==> src/rtl/rob_commit.sv <==
// Commit stage: retires up to COMMIT_WIDTH finished ROB entries per cycle in program order and, on
// an exception at the head, walks the ROB youngest-to-oldest to roll back renaming.
// A rob_item_t is carried as a packed vector. Fields from MSB to LSB:
// {finish, has_exception, pc[31:0], rd_valid, rd_arch_id[4:0], new_phy_id, old_phy_id}.
module rob_commit #(
  parameter int unsigned COMMIT_WIDTH     = 4,
  parameter int unsigned ROB_ID_WIDTH     = 5,
  parameter int unsigned PHY_REG_ID_WIDTH = 6,
  localparam int unsigned ItemW           = 2 * PHY_REG_ID_WIDTH + 40,
  localparam int unsigned NumW            = $clog2(COMMIT_WIDTH) + 1
) (
  input  logic                                     clk,
  input  logic                                     rst,
  input  logic [ROB_ID_WIDTH-1:0]                  rob_commit_retire_head_id,
  input  logic                                     rob_commit_retire_head_id_valid,
  output logic [COMMIT_WIDTH*ROB_ID_WIDTH-1:0]     commit_rob_retire_id,
  input  logic [COMMIT_WIDTH*ItemW-1:0]            rob_commit_retire_data,
  input  logic [COMMIT_WIDTH-1:0]                  rob_commit_retire_id_valid,
  output logic [COMMIT_WIDTH-1:0]                  commit_rob_retire_pop,
  input  logic [ROB_ID_WIDTH-1:0]                  rob_commit_flush_tail_id,
  input  logic                                     rob_commit_flush_tail_id_valid,
  output logic [ROB_ID_WIDTH-1:0]                  commit_rob_flush_id,
  input  logic [ItemW-1:0]                         rob_commit_flush_data,
  input  logic [ROB_ID_WIDTH-1:0]                  rob_commit_flush_next_id,
  input  logic                                     rob_commit_flush_next_id_valid,
  output logic                                     commit_rob_flush,
  output logic [COMMIT_WIDTH*PHY_REG_ID_WIDTH-1:0] commit_free_id,
  output logic [COMMIT_WIDTH-1:0]                  commit_free_valid,
  output logic [4:0]                               commit_rat_restore_arch,
  output logic [PHY_REG_ID_WIDTH-1:0]              commit_rat_restore_phy,
  output logic                                     commit_rat_restore_valid,
  output logic [31:0]                              commit_redirect_pc,
  output logic                                     commit_redirect_valid,
  output logic [NumW-1:0]                          commit_retired_num
);

  localparam int unsigned P       = PHY_REG_ID_WIDTH;
  localparam int unsigned OldLsb  = 0;
  localparam int unsigned NewLsb  = P;
  localparam int unsigned ArchLsb = 2 * P;
  localparam int unsigned RdvBit  = 2 * P + 5;
  localparam int unsigned PcLsb   = 2 * P + 6;
  localparam int unsigned ExcBit  = 2 * P + 38;
  localparam int unsigned FinBit  = 2 * P + 39;

  typedef enum logic [1:0] {StNormal, StWalk, StDone} state_e;

  state_e                  r_state, w_state_next;
  logic [ROB_ID_WIDTH-1:0] r_walk_ptr, w_walk_ptr_next;
  logic [31:0]             r_pc, w_pc_next;
  logic [ItemW-1:0]        w_lane [COMMIT_WIDTH];
  logic                    w_head_exc;
  logic                    w_unused;

  always_comb begin
    for (int i = 0; i < COMMIT_WIDTH; i++) begin
      w_lane[i] = rob_commit_retire_data[i*ItemW +: ItemW];
    end
  end

  // Only a finished excepting head triggers the walk; an excepting younger lane just blocks.
  assign w_head_exc = rob_commit_retire_head_id_valid & rob_commit_retire_id_valid[0] &
                      w_lane[0][FinBit] & w_lane[0][ExcBit];

  assign w_unused = ^{rob_commit_flush_tail_id_valid, rob_commit_retire_data,
                      rob_commit_flush_data};

  always_ff @(posedge clk) begin
    if (rst) begin
      r_state    <= StNormal;
      r_walk_ptr <= '0;
      r_pc       <= '0;
    end else begin
      r_state    <= w_state_next;
      r_walk_ptr <= w_walk_ptr_next;
      r_pc       <= w_pc_next;
    end
  end

  // Walk ends only when the ROB reports no older entry, so a full ROB walks every entry.
  always_comb begin
    w_state_next    = r_state;
    w_walk_ptr_next = r_walk_ptr;
    w_pc_next       = r_pc;
    unique case (r_state)
      StNormal: begin
        if (w_head_exc) begin
          w_state_next    = StWalk;
          w_walk_ptr_next = rob_commit_flush_tail_id;
          w_pc_next       = w_lane[0][PcLsb +: 32];
        end
      end
      StWalk: begin
        if (rob_commit_flush_next_id_valid) begin
          w_walk_ptr_next = rob_commit_flush_next_id;
        end else begin
          w_state_next = StDone;
        end
      end
      StDone:  w_state_next = StNormal;
      default: w_state_next = StNormal;
    endcase
  end

  always_comb begin
    logic w_chain;
    w_chain                  = 1'b0;
    commit_rob_retire_pop    = '0;
    commit_free_valid        = '0;
    commit_free_id           = '0;
    commit_rat_restore_valid = 1'b0;
    commit_rat_restore_arch  = '0;
    commit_rat_restore_phy   = '0;
    commit_rob_flush         = 1'b0;
    commit_redirect_valid    = 1'b0;
    commit_redirect_pc       = '0;
    commit_rob_flush_id      = '0;
    commit_retired_num       = '0;
    for (int i = 0; i < COMMIT_WIDTH; i++) begin
      commit_rob_retire_id[i*ROB_ID_WIDTH +: ROB_ID_WIDTH] =
          rob_commit_retire_head_id + ROB_ID_WIDTH'(i);
    end
    if (!rst) begin
      unique case (r_state)
        StNormal: begin
          commit_rob_flush_id = rob_commit_flush_tail_id;
          w_chain = rob_commit_retire_head_id_valid;
          // Retire a contiguous prefix only: the first blocked lane stops all younger ones.
          for (int i = 0; i < COMMIT_WIDTH; i++) begin
            w_chain = w_chain & rob_commit_retire_id_valid[i] & w_lane[i][FinBit] &
                      ~w_lane[i][ExcBit];
            commit_rob_retire_pop[i] = w_chain;
            if (w_chain && w_lane[i][RdvBit]) begin
              commit_free_valid[i]       = 1'b1;
              commit_free_id[i*P +: P]   = w_lane[i][OldLsb +: P];
            end
          end
        end
        StWalk: begin
          commit_rob_flush_id = r_walk_ptr;
          if (rob_commit_flush_data[RdvBit]) begin
            commit_rat_restore_valid = 1'b1;
            commit_rat_restore_arch  = rob_commit_flush_data[ArchLsb +: 5];
            commit_rat_restore_phy   = rob_commit_flush_data[OldLsb +: P];
            commit_free_valid[0]     = 1'b1;
            commit_free_id[0 +: P]   = rob_commit_flush_data[NewLsb +: P];
          end
        end
        StDone: begin
          commit_rob_flush      = 1'b1;
          commit_redirect_valid = 1'b1;
          commit_redirect_pc    = r_pc;
        end
        default: ;
      endcase
    end
    for (int i = 0; i < COMMIT_WIDTH; i++) begin
      commit_retired_num = commit_retired_num + NumW'(commit_rob_retire_pop[i]);
    end
  end

endmodule

==> config.mk <==
export PLATFORM = sky130hd
export DESIGN_NAME = rob_commit
export DESIGN_NICKNAME = d
export VERILOG_FILES = /design/src/rtl/rob_commit.sv
export SDC_FILE = /design/constraint.sdc
export NUM_CORES = 1
export LEC_CHECK = 0
export BUFFER_PORTS_ARGS = -buffer_cell sky130_fd_sc_hd__buf_2
export CORE_AREA = 2 2 152 154
export DETAILED_ROUTE_END_ITERATION = 12
export DIE_AREA = 0 0 154 156
export SYNTH_ARGS = -nofsm -noshare
export SYNTH_HDL_FRONTEND = slang
export SYNTH_SLANG_ARGS = --single-unit
==> constraint.sdc <==
create_clock -name clk -period 7 [get_ports clk]
set_input_delay 0.7 -clock clk [delete_from_list [all_inputs] [get_ports clk]]
set_output_delay 0.7 -clock clk [all_outputs]
set_load 0.005 [all_outputs]
==> Word level (Yosys, flattened, before mapping) <==
Cells that the tools add are included.
{ "totals": {"reg_bits": 39, "inputBits": 284, "out_inout_bits": 106} }
{ "op_classes": {"bitwise": 17, "reduce_logical": 9, "mux": 38, "n_eq_ne": 5, "n_addsub": 6} }
{ "op_table": {"columns": ["operator", "n"], "rows": [
  ["$mux 32", 2],
  ["$mux 6", 8],
  ["$mux 5", 6],
  ["$mux 24", 1],
  ["$pmux 5 s2", 2],
  ["$mux 18", 1],
  ["$and 1x1->1", 13],
  ["$mux 4", 3],
  ["$pmux 6 s2", 1],
  ["$add 5x2->5 const B", 2],
  ["$mux 1", 9],
  ["$ne 2x2->1 const B", 3],
  ["$add 5x1->5 const B", 1],
  ["$logic_and 1x1->1", 4],
  ["$mux 2", 2],
  ["$not 1->1", 4],
  ["$pmux 2 s2", 1],
  ["$reduce_and 2->1", 2],
  ["$add 2x1->3", 1],
  ["$add 3x1->3", 1],
  ["$mux 3", 1],
  ["$reduce_and 3->1", 1],
  ["$add 1x1->2", 1],
  ["$eq 2x1->1 const B", 1],
  ["other kinds (4)", 4]
]} }

==> Depth between registers and ports, before layout <==
Gate-level depths: netlist (run 1).
{ "depth": {"ltp_word": 17, "mapped_depth": 9, "mapped_depth_nobuf": 6} }

==> Least setup slack after synthesis (run 1) <==
No wires, ideal clock.
{ "synth_timing": {"path_type": "input -> output", "startpoint": "input rst", "endpoint": "output commit_retired_num[1]", "arrival_ps": 2905, "setup_slack_ps": 3395, "n_path_buf": 2, "stages": 8, "cell_sequence": "clkbuf_1 > or3_4 > or2_1 > buf_6 > nor4_1 > fa_1 > ha_1 > ha_1"} }
{ "synth_rtl": {"columns": ["element", "line", "source"], "rows": [
  ["from (decl)", "13", "input logic rst,"],
  ["$mux 4", "123", "if (!rst) begin"],
  ["named net commit_rob_retire_pop[3]", "19", "output logic [COMMIT_WIDTH-1:0] commit_rob_retire_pop,"],
  ["$add 3x1->3", "158", "commit_retired_num = commit_retired_num + NumW'(commit_rob_retire_pop[i]);"],
  ["to (decl)", "34", "output logic [NumW-1:0] commit_retired_num"]
]} }
The timed path passes the listed nets, and every way through them passes these cells.

==> Worst setup path after layout (run 1) <==
{ "layout_timing": {"startpoint": "input rst", "endpoint": "output commit_retired_num[1]"} }
{ "layout_between": {"elab_chain_cells": 4} }
{ "layout_rtl": {"columns": ["element", "line"], "rows": [
  ["$mux 4 *", "123"],
  ["$add 1x1->2", "158"],
  ["$add 2x1->3", "158"],
  ["$add 3x1->3 *", "158"]
]} }
Mark *: on every way between the ends. The rest lies on a longest branch, timed or not.

==> results of run 1 <==
## cell families after synthesis
group	Yosys count
multiplexers	10
buffers and inverters	56
flip-flops	39
AND/OR/NAND/NOR	134
AO/OA/AOI/OAI	82
XOR/XNOR	8
adder cells (fa/ha/maj)	7
## per-layer routing
metal / share of wire (%) / global-route usage (%)
met2: 46 / 15.7
met5: 0.50 / 0
met1: 39 / 9.74
met4: 2.5 / 3.16
met3: 12 / 4.14
## area by class of cell
cell class | count | area (um2) | area share (%)
diodes | 2 | 5.00 | 0.124
clock buffers | 6 | 139 | 3.45
clock inverters | 2 | 35.0 | 0.869
inverters | 18 | 67.6 | 1.68
multi-input cells | 241 | 1540 | 38.2
flip-flops and latches | 39 | 781 | 19.4
well taps | 285 | 357 | 8.85
repair buffers | 219 | 1110 | 27.5
## worst max-delay path, delay by kind of cell
| family | cells | cell delay (ps) |
|---|---|---|
| adders and majority gates | 3 | 1000 |
| buffers and inverters | 3 | 500 |
| and+or+nand+nor | 3 | 1540 |
## worst paths after layout
path                            cells past startpoint                    end  slack, ps  startpoint
worst min register to register                      2               r_pc[11]        470    r_pc[11]
worst max-delay path                                9  commit_retired_num[1]       2530         rst
worst min-delay path                                2               r_pc[11]        470    r_pc[11]
worst max register to register                      4          r_walk_ptr[1]       4620  r_state[0]
## per-stage QoR
stage,instance area [um2],instances,hold WS [ps]
floorplan,2580,336,449
global placement,3850,802,456
detailed placement,3850,802,463
CTS,4030,810,472
global route,4030,810,496
finish,4030,812,468
## flip-flops by register name, indices dropped and copies added, names as in the netlist
| name | count |
|---|---|
| r_state | 2 |
| r_walk_ptr | 5 |
| r_pc | 32 |
## report_power, final
group          switching [mW]  internal [mW]  leakage [nW]
logic                  0.0528         0.0447          1.58
clock network          0.0974          0.177        0.0869
registers             0.00273          0.227         0.316
total                   0.153          0.449          1.98
## cells in the final DEF (no fill, tap or decap), types with 6 or more instances in the layout
master,instances
a211oi_1,10
a21oi_1,33
a22o_1,6
and2_1,49
buf_2,214
dfxtp_1,39
ha_1,6
inv_1,18
mux2i_1,10
nand3_1,37
nor2_1,9
nor3_1,8
nor3_2,6
o21ai_0,32
==> impl_metrics.ini, run 1 <==
[outcome]
status = complete, no violations

[setup_path]
cp_slowest_stage_delay_ps = 650
path_cells = buf_2, buf_4, or3_4, or2_1, nor4_1, fa_1, ha_1, ha_1, buf_2
startpoint_type = primary input
critPathMaxFanout = 43
worstSetupEndpointType = primary output
criticalPathCategory = in -> out
slowest_stage = nor4_1
cp.required_ps = 6300
crit_arrival_ps = 3770

[clock_network]
clkTransAtPathRegs_ps = 60
h-tree-depth = 2
clockBufferDepth = 2
cts-buffers-inserted = 5
cts-hold-fix-buffers = 0
postCtsSetupBuffers = 0
clockRootBuffer = clkbuf_16
clkSinkCount = 39
post_cts_resized = 0
clock_latency_ps = 290
tritoncts = yes

[finish]
area_delta_synth_final_pct = 56.3
drive_gt1_share_pct = 45.3
fin_nets = 815
fillers = 2573
fin_util_pct = 18.0

[floorplan]
initial_core_util_pct = 11.5
dieHeight_um = 156
die_area_um2 = 24000
dieWidth_um = 154
io_pins = 390
row_count = 55
coreArea_um2 = 22400

[yosys]
synth-edff-count = 0
yosysTopAreaCellShare_pct = 30.3
muxShareOfSynthArea_pct = 3.88
synth.ff_latch_count = 39
synth_ff_type = dfxtp_1
synth_fa_ha_area_share_pct = 3.69
yosysMostFrequentCell = and2_1
async_flop_share_pct = 0
syn-instance-count = 336
yosysWarnings = 0
seq_area_frac_synth_pct = 30.3
synth_xor_area_share_pct = 2.72
synth_compound_area_share_pct = 17.8
synth_common_cells = 49 x and2_1, 39 x dfxtp_1, 37 x nand3_1
synth_top_cells_by_area = dfxtp_1 30%, and2_1 12%, nand3_1 7.2%, a21oi_1 6.4%, o21ai_0 6.2%
synth_top_family_by_area = simple AND/OR/NAND/NOR gates
synth_top_area_cell = dfxtp_1
synthesis.area_um2 = 2580
syn-mean-instance-area_um2 = 7.68
yosys.area_share.simple_pct = 31.1
syn_nets = 627
ys_types = 33

[run]
maxCapViolations = 0

[global_routing]
grt_max_degree = 44
grt_pass1_wl_mm = 16.6
grt_pass1_vias = 2971
grt_overflow = 0
antenna_found_initial = 8
grt_usage_pct = 9.05

[routing]
wl_per_cell_um = 14.2
dr.pass1.iters = 4
ant_nets = 0
drc_errors = 0
finalWirelength_mm = 11.5
vias = 3154
vias_per_cell = 3.88
drtIter0Drc = 134

[sta]
finalCritPeriodShare_pct = 63.8
tightest_slew_ps = 1170
setup_ws_ps = 2530
period_minus_slack_ps = 4470
tns_ps = 0
relSlewSlack_pct = 21.6
final-setup-viol-count = 0
max_freq_mhz = 224
fin_skew_ps = 3.65
hold_violations = 0
report.final.slew_viol_count = 0
rsz0062_at_grt = no

[worst_hold_path]
hp-class = reg -> reg

[power_and_ir_drop]
power_uw = 602
pwr_density_cell_nw_per_um2 = 149
peakVddDrop_v = 0.0000720
p_leak_nw = 1.98

[placement]
gp_congestion = 0.725
dpl_worst_slack_ps = 2480
io_buffers = 214
dp_hpwl_mm = 9.04
Power figures use the tool's default switching activity.
==> inputs of run 2 (changes only) <==
Settings changed: CORE_AREA 2 2 152 154 to 2 2 151 153, DIE_AREA 0 0 154 156 to 0 0 153 155.
Clock period 7 ns to 4 ns, I/O delays scaled along.
==> run 2 against run 1 <==
Flip-flop and latch count stayed put. Final area grew 0.56%. Clock skew is 0.96 ps lower. Hold slack got worse by 180 ps. Highest routed layer unchanged.
==> impl_metrics.ini, run 2 (synthesized netlist as in run 1, its figures left out) <==
[outcome]
status = complete, no violations

[clock_network]
tritoncts = yes
clockRootBuffer = clkbuf_16
cts-buffers-inserted = 5
clockBufferDepth = 2
cts-hold-fix-buffers = 0
clock_latency_ps = 280
clkSinkCount = 39
post_cts_resized = 0
postCtsSetupBuffers = 0
clkTransAtPathRegs_ps = 60
h-tree-depth = 2

[routing]
wl_per_cell_um = 14.4
drtIter0Drc = 134
dr.pass1.iters = 4
drc_errors = 0
finalWirelength_mm = 11.7
vias = 3114
vias_per_cell = 3.81
ant_nets = 0

[global_routing]
grt_usage_pct = 9.49
grt_max_degree = 43
grt_pass1_vias = 2937
grt_pass1_wl_mm = 17.2
antenna_found_initial = 9
grt_overflow = 0

[finish]
drive_gt1_share_pct = 45.5
largest_register_ffs = 32
top_register = r_pc
reg_top3 = r_pc x32, r_walk_ptr x5, r_state x2
final_cell_mix = 214 x buf_2, 49 x and2_1, 39 x dfxtp_1, 37 x nand3_1, 33 x a21oi_1
multiInputGateArea_um2 = 1540
regArea_um2 = 781
final_common_cell = buf_2
fin_nets = 817
instances_no_fill = 817
area_delta_synth_final_pct = 57.1
fillers = 2538
design_area_um2 = 4050
fin_util_pct = 18.2

[setup_path]
crit_end = commit_retired_num[1]
r2r_slack_ps = 2190
cp.required_ps = 3600
criticalPathCategory = reg -> out
crit_arrival_ps = 3140
cp-startpoint = r_state[0]
startpoint_type = register
worstSetupEndpointType = primary output
regToRegEndpoint = r_pc[4]
critPathMaxFanout = 11
reg2reg_depth = 3
regToRegStartpoint = r_state[0]

[placement]
io_buffers = 214
placed_area_um2 = 3870
gp_congestion = 0.719
dp_hpwl_mm = 9.29
dpl.cell_count = 804

[floorplan]
io_pins = 390
dieWidth_um = 153
coreArea_um2 = 22200
die_area_um2 = 23700
row_count = 55
initial_core_util_pct = 11.6
dieHeight_um = 155

[sta]
relSlewSlack_pct = 46.9
report.final.slew_viol_count = 0
max_freq_mhz = 282
hold_violations = 0
period_minus_slack_ps = 3540
fin_skew_ps = 2.68
tightest_slew_ps = 790
final-setup-viol-count = 0
rsz0062_at_grt = no
finalCritPeriodShare_pct = 88.5
tns_ps = 0

[power_and_ir_drop]
p_leak_nw = 1.99
pwr_density_cell_nw_per_um2 = 259
peakVddDrop_v = 0.000138

[run]
maxCapViolations = 0

[worst_hold_path]
hp-class = in -> reg
-- run 2: cell types whose count changed in the layout (fill, tap and decap cells not counted), sizes merged --
cell	previous run	this run
buf	219	221
diode	2	5
-- run 2: worst min-delay path by stage --
stage          depth (start not counted)         end  slack [ps]                            from
3_3_place_gp                           2    r_pc[29]         460                        r_pc[29]
5_1_grt                                2  r_state[1]         280  rob_commit_flush_next_id_valid
3_5_place_dp                           2    r_pc[11]         460                        r_pc[11]
2_1_floorplan                          2     r_pc[0]         450                         r_pc[0]
6_report                               2  r_state[1]         290  rob_commit_flush_next_id_valid
4_1_cts                                2  r_state[1]         280  rob_commit_flush_next_id_valid
-- run 2: metal layers --
layer | wire length, um | global-route usage, % | up-vias | part of all wire (%)
li1 | - | - | 1529 | -
met1 | 4760 | 11.2 | 1387 | 41
met2 | 5270 | 15.8 | 178 | 45
met3 | 1510 | 4.51 | 14 | 13
met4 | 147 | 2.12 | 6 | 1.3
met5 | 41 | 0 | - | 0.35
-- run 2: through the flow --
stage,hold slack (ps),power (mW),setup WS (ps)
5_1_grt,284,1.10,362
3_3_place_gp,456,0.582,834
2_1_floorplan,449,0.488,995
3_5_place_dp,462,0.584,732
6_report,288,1.05,459
4_1_cts,277,1.07,415
-- run 2: final cells by class --
| cell class | instances | area share (%) |
|---|---|---|
| Timing Repair Buffer | 221 | 27.7 |
| Multi-Input combinational cell | 241 | 38.0 |
| Inverter | 18 | 1.67 |
| Clock buffer | 6 | 3.43 |
| Sequential cell | 39 | 19.3 |
| Clock inverter | 2 | 0.864 |
| Tap cell | 285 | 8.80 |
| Antenna cell | 5 | 0.309 |
-- run 2: worst max-delay path, stage by stage (launching register included) --
cell	delay, ps
dfxtp_1	460
or3_4	480
or2_1	240
nor4_1	520
fa_1	510
ha_1	200
ha_1	310
buf_2	140
-- run 2: power breakdown --
group / internal (mW) / switching, mW / leakage [nW] / total (mW)
registers: 0.398 / 0.00468 / 0.316 / 0.403
clock network: 0.310 / 0.165 / 0.0869 / 0.476
logic: 0.0785 / 0.0910 / 1.59 / 0.170
total: 0.787 / 0.261 / 1.99 / 1.05
==> inputs of run 3 (changes only) <==
Settings changed: ABC_AREA from default to 1, CORE_AREA 2 2 151 153 to 2 2 152 154, DIE_AREA 0 0 153 155 to 0 0 154 156, PLACE_DENSITY_LB_ADDON from default to 0.15, REMOVE_ABC_BUFFERS from default to 1.
==> run 3 against run 2 <==
Wire length is 9.2% lower. Cell count is 12% higher. Flip-flop and latch count unchanged. Area after synthesis is 4.5% higher. Via count up 0.80%. Synthesized cell count increased by 27%. Largest cell class unchanged. Register-to-register slack got worse by 60 ps. Clock power fell by 8.0%. Hold slack got worse by 2.7 ps. Critical endpoint unchanged.
==> impl_metrics.ini, run 3 <==
[yosys]
synthesis.area_um2 = 2700
syn-instance-count = 427
synth_top_area_cell = dfxtp_1
ys_types = 26
synth_ff_type = dfxtp_1
synth-edff-count = 0
syn-mean-instance-area_um2 = 6.31
synth.ff_latch_count = 39
yosysMostFrequentCell = nor2_1
synth_common_cells = 115 x nor2_1, 88 x inv_1, 39 x dfxtp_1
yosysWarnings = 0
seq_area_frac_synth_pct = 29.0
synth_top_cells_by_area = dfxtp_1 29%, nor2_1 16%, inv_1 12%, nor2_2 7.7%, o21ai_1 5.6%
async_flop_share_pct = 0
yosysTopAreaCellShare_pct = 29.0

[global_routing]
grt_pass1_vias = 2920
grt_pass1_wl_mm = 15.6
grt_usage_pct = 8.50
antenna_found_initial = 7
grt_overflow = 0
grt_max_degree = 40

[sta]
final-setup-viol-count = 0
tightest_slew_ps = 1060
relSlewSlack_pct = 29.4
rsz0062_at_grt = no
finalCritPeriodShare_pct = 69.1
report.final.slew_viol_count = 0
max_freq_mhz = 362
period_minus_slack_ps = 2760
tns_ps = 0
hold_violations = 0
fin_skew_ps = 4.67

[placement]
placed_area_um2 = 3960
dp_hpwl_mm = 8.14
gp_congestion = 0.676
io_buffers = 214

[setup_path]
startpoint_type = primary input
crit_family = adder cells
worstSetupEndpointType = primary output
path_cells = buf_2, nand3b_1, nor2_1, nand2_1, nor2_1, fa_1, ha_1, ha_1, buf_2
slowest_stage = fa_1
critPathMaxFanout = 3
cp.required_ps = 3600
crit_arrival_ps = 2360
criticalPathCategory = in -> out
cp_num_buf_inv = 2
cp_slowest_stage_delay_ps = 450

[power_and_ir_drop]
pwr-share-seq_pct = 40.1
p_leak_nw = 2.34
p_clk_share_pct = 42.9
power.internal_uw = 748
pwr_density_cell_nw_per_um2 = 247
peakVddDrop_v = 0.000130
p_sw_share_pct = 26.6
power_switching_uw = 271
power_frac_comb_pct = 17.0

[worst_hold_path]
hp-class = in -> reg

[routing]
vias_per_cell = 3.43
finalWirelength_mm = 10.7
vias = 3139
dr.pass1.iters = 4
drtIter0Drc = 104
drc_errors = 0
wl_per_cell_um = 11.6
ant_nets = 0

[finish]
drive_gt1_share_pct = 43.3
largest_register_ffs = 32
final_cell_mix = 214 x buf_2, 115 x nor2_1, 88 x inv_1, 39 x dfxtp_1, 38 x nand2_1
fin_nets = 918
regArea_um2 = 781
area_delta_synth_final_pct = 52.9
reg_top3 = r_pc x32, r_walk_ptr x5, r_state x2
final_common_cell = buf_2
multiInputGateArea_um2 = 1400
fillers = 2596
design_area_um2 = 4120
top_register = r_pc

[clock_network]
post_cts_resized = 0
clkTransAtPathRegs_ps = 60
cts-buffers-inserted = 5
cts-hold-fix-buffers = 0
clock_latency_ps = 290
h-tree-depth = 2
clockRootBuffer = clkbuf_16
postCtsSetupBuffers = 0
clockBufferDepth = 2
tritoncts = yes
clkSinkCount = 39

[floorplan]
row_count = 55
dieWidth_um = 154
initial_core_util_pct = 12.1
io_pins = 390
die_area_um2 = 24000
dieHeight_um = 156
coreArea_um2 = 22400

[run]
maxCapViolations = 0

[outcome]
status = complete, no violations
run 3: changes by cell type after synthesis, sizes merged, moves of 22 or more:
cell	change
and2	-49
nand2	+39
nor2	+144
inv	+72
a21oi	-26
nand3	-22
run 3: cells by family after synthesis:
logic type	after synthesis	synth area share, %
XOR/XNOR	7	2.27
AO/OA/AOI/OAI	46	8.54
AND/OR/NAND/NOR	215	37.6
flip-flops	39	29.0
buffers and inverters	113	19.1
adder cells (fa/ha/maj)	7	3.53
run 3: power by group through the flow:
| stage | Clock [mW] | Sequential (mW) | Combinational (mW) |
|---|---|---|---|
| floorplan | 0 | 0.416 | 0.0723 |
| global placement | 0 | 0.418 | 0.177 |
| detailed placement | 0 | 0.417 | 0.177 |
| CTS | 0.469 | 0.409 | 0.177 |
| global route | 0.484 | 0.410 | 0.197 |
| finish | 0.438 | 0.409 | 0.173 |
run 3: metal layers:
| metal | wire (um) | GRT usage [%] | vias to the layer above |
|---|---|---|---|
| li1 | - | - | 1646 |
| met1 | 4580 | 9.86 | 1310 |
| met2 | 4630 | 14.0 | 164 |
| met3 | 1290 | 4.06 | 13 |
| met4 | 118 | 2.27 | 6 |
| met5 | 37 | 0 | - |
run 3: area by class of cell:
class	instances	area share (%)
sequential	39	18.9
timing repair buffer	216	26.3
tap	285	8.65
antenna	2	0.121
multi-input combinational	275	34.0
inverter	90	8.19
clock buffer	8	3.79
run 3: path summary, 6_finish.rpt:
path              cells past startpoint                           start  slack [ps]                    end
setup / recovery                      9     rob_commit_retire_data[102]        1240  commit_retired_num[1]
hold / removal                        2  rob_commit_flush_next_id_valid         290             r_state[1]
setup reg to reg                      6                      r_state[0]        2130          r_walk_ptr[4]
hold reg to reg                       2                        r_pc[25]         500               r_pc[25]
run 3: stage by stage:
step | hold WS [ps] | instances | total power, mW | utilization [%] | worst slack, ps
CTS | 270 | 913 | 1.05 | 18.4 | 1200
global route | 272 | 913 | 1.09 | 18.4 | 1110
global placement | 490 | 905 | 0.595 | 17.7 | 1250
floorplan | 465 | 404 | 0.488 | - | 1610
detailed placement | 483 | 905 | 0.594 | 17.7 | 1210
finish | 285 | 915 | 1.02 | 18.4 | 1240
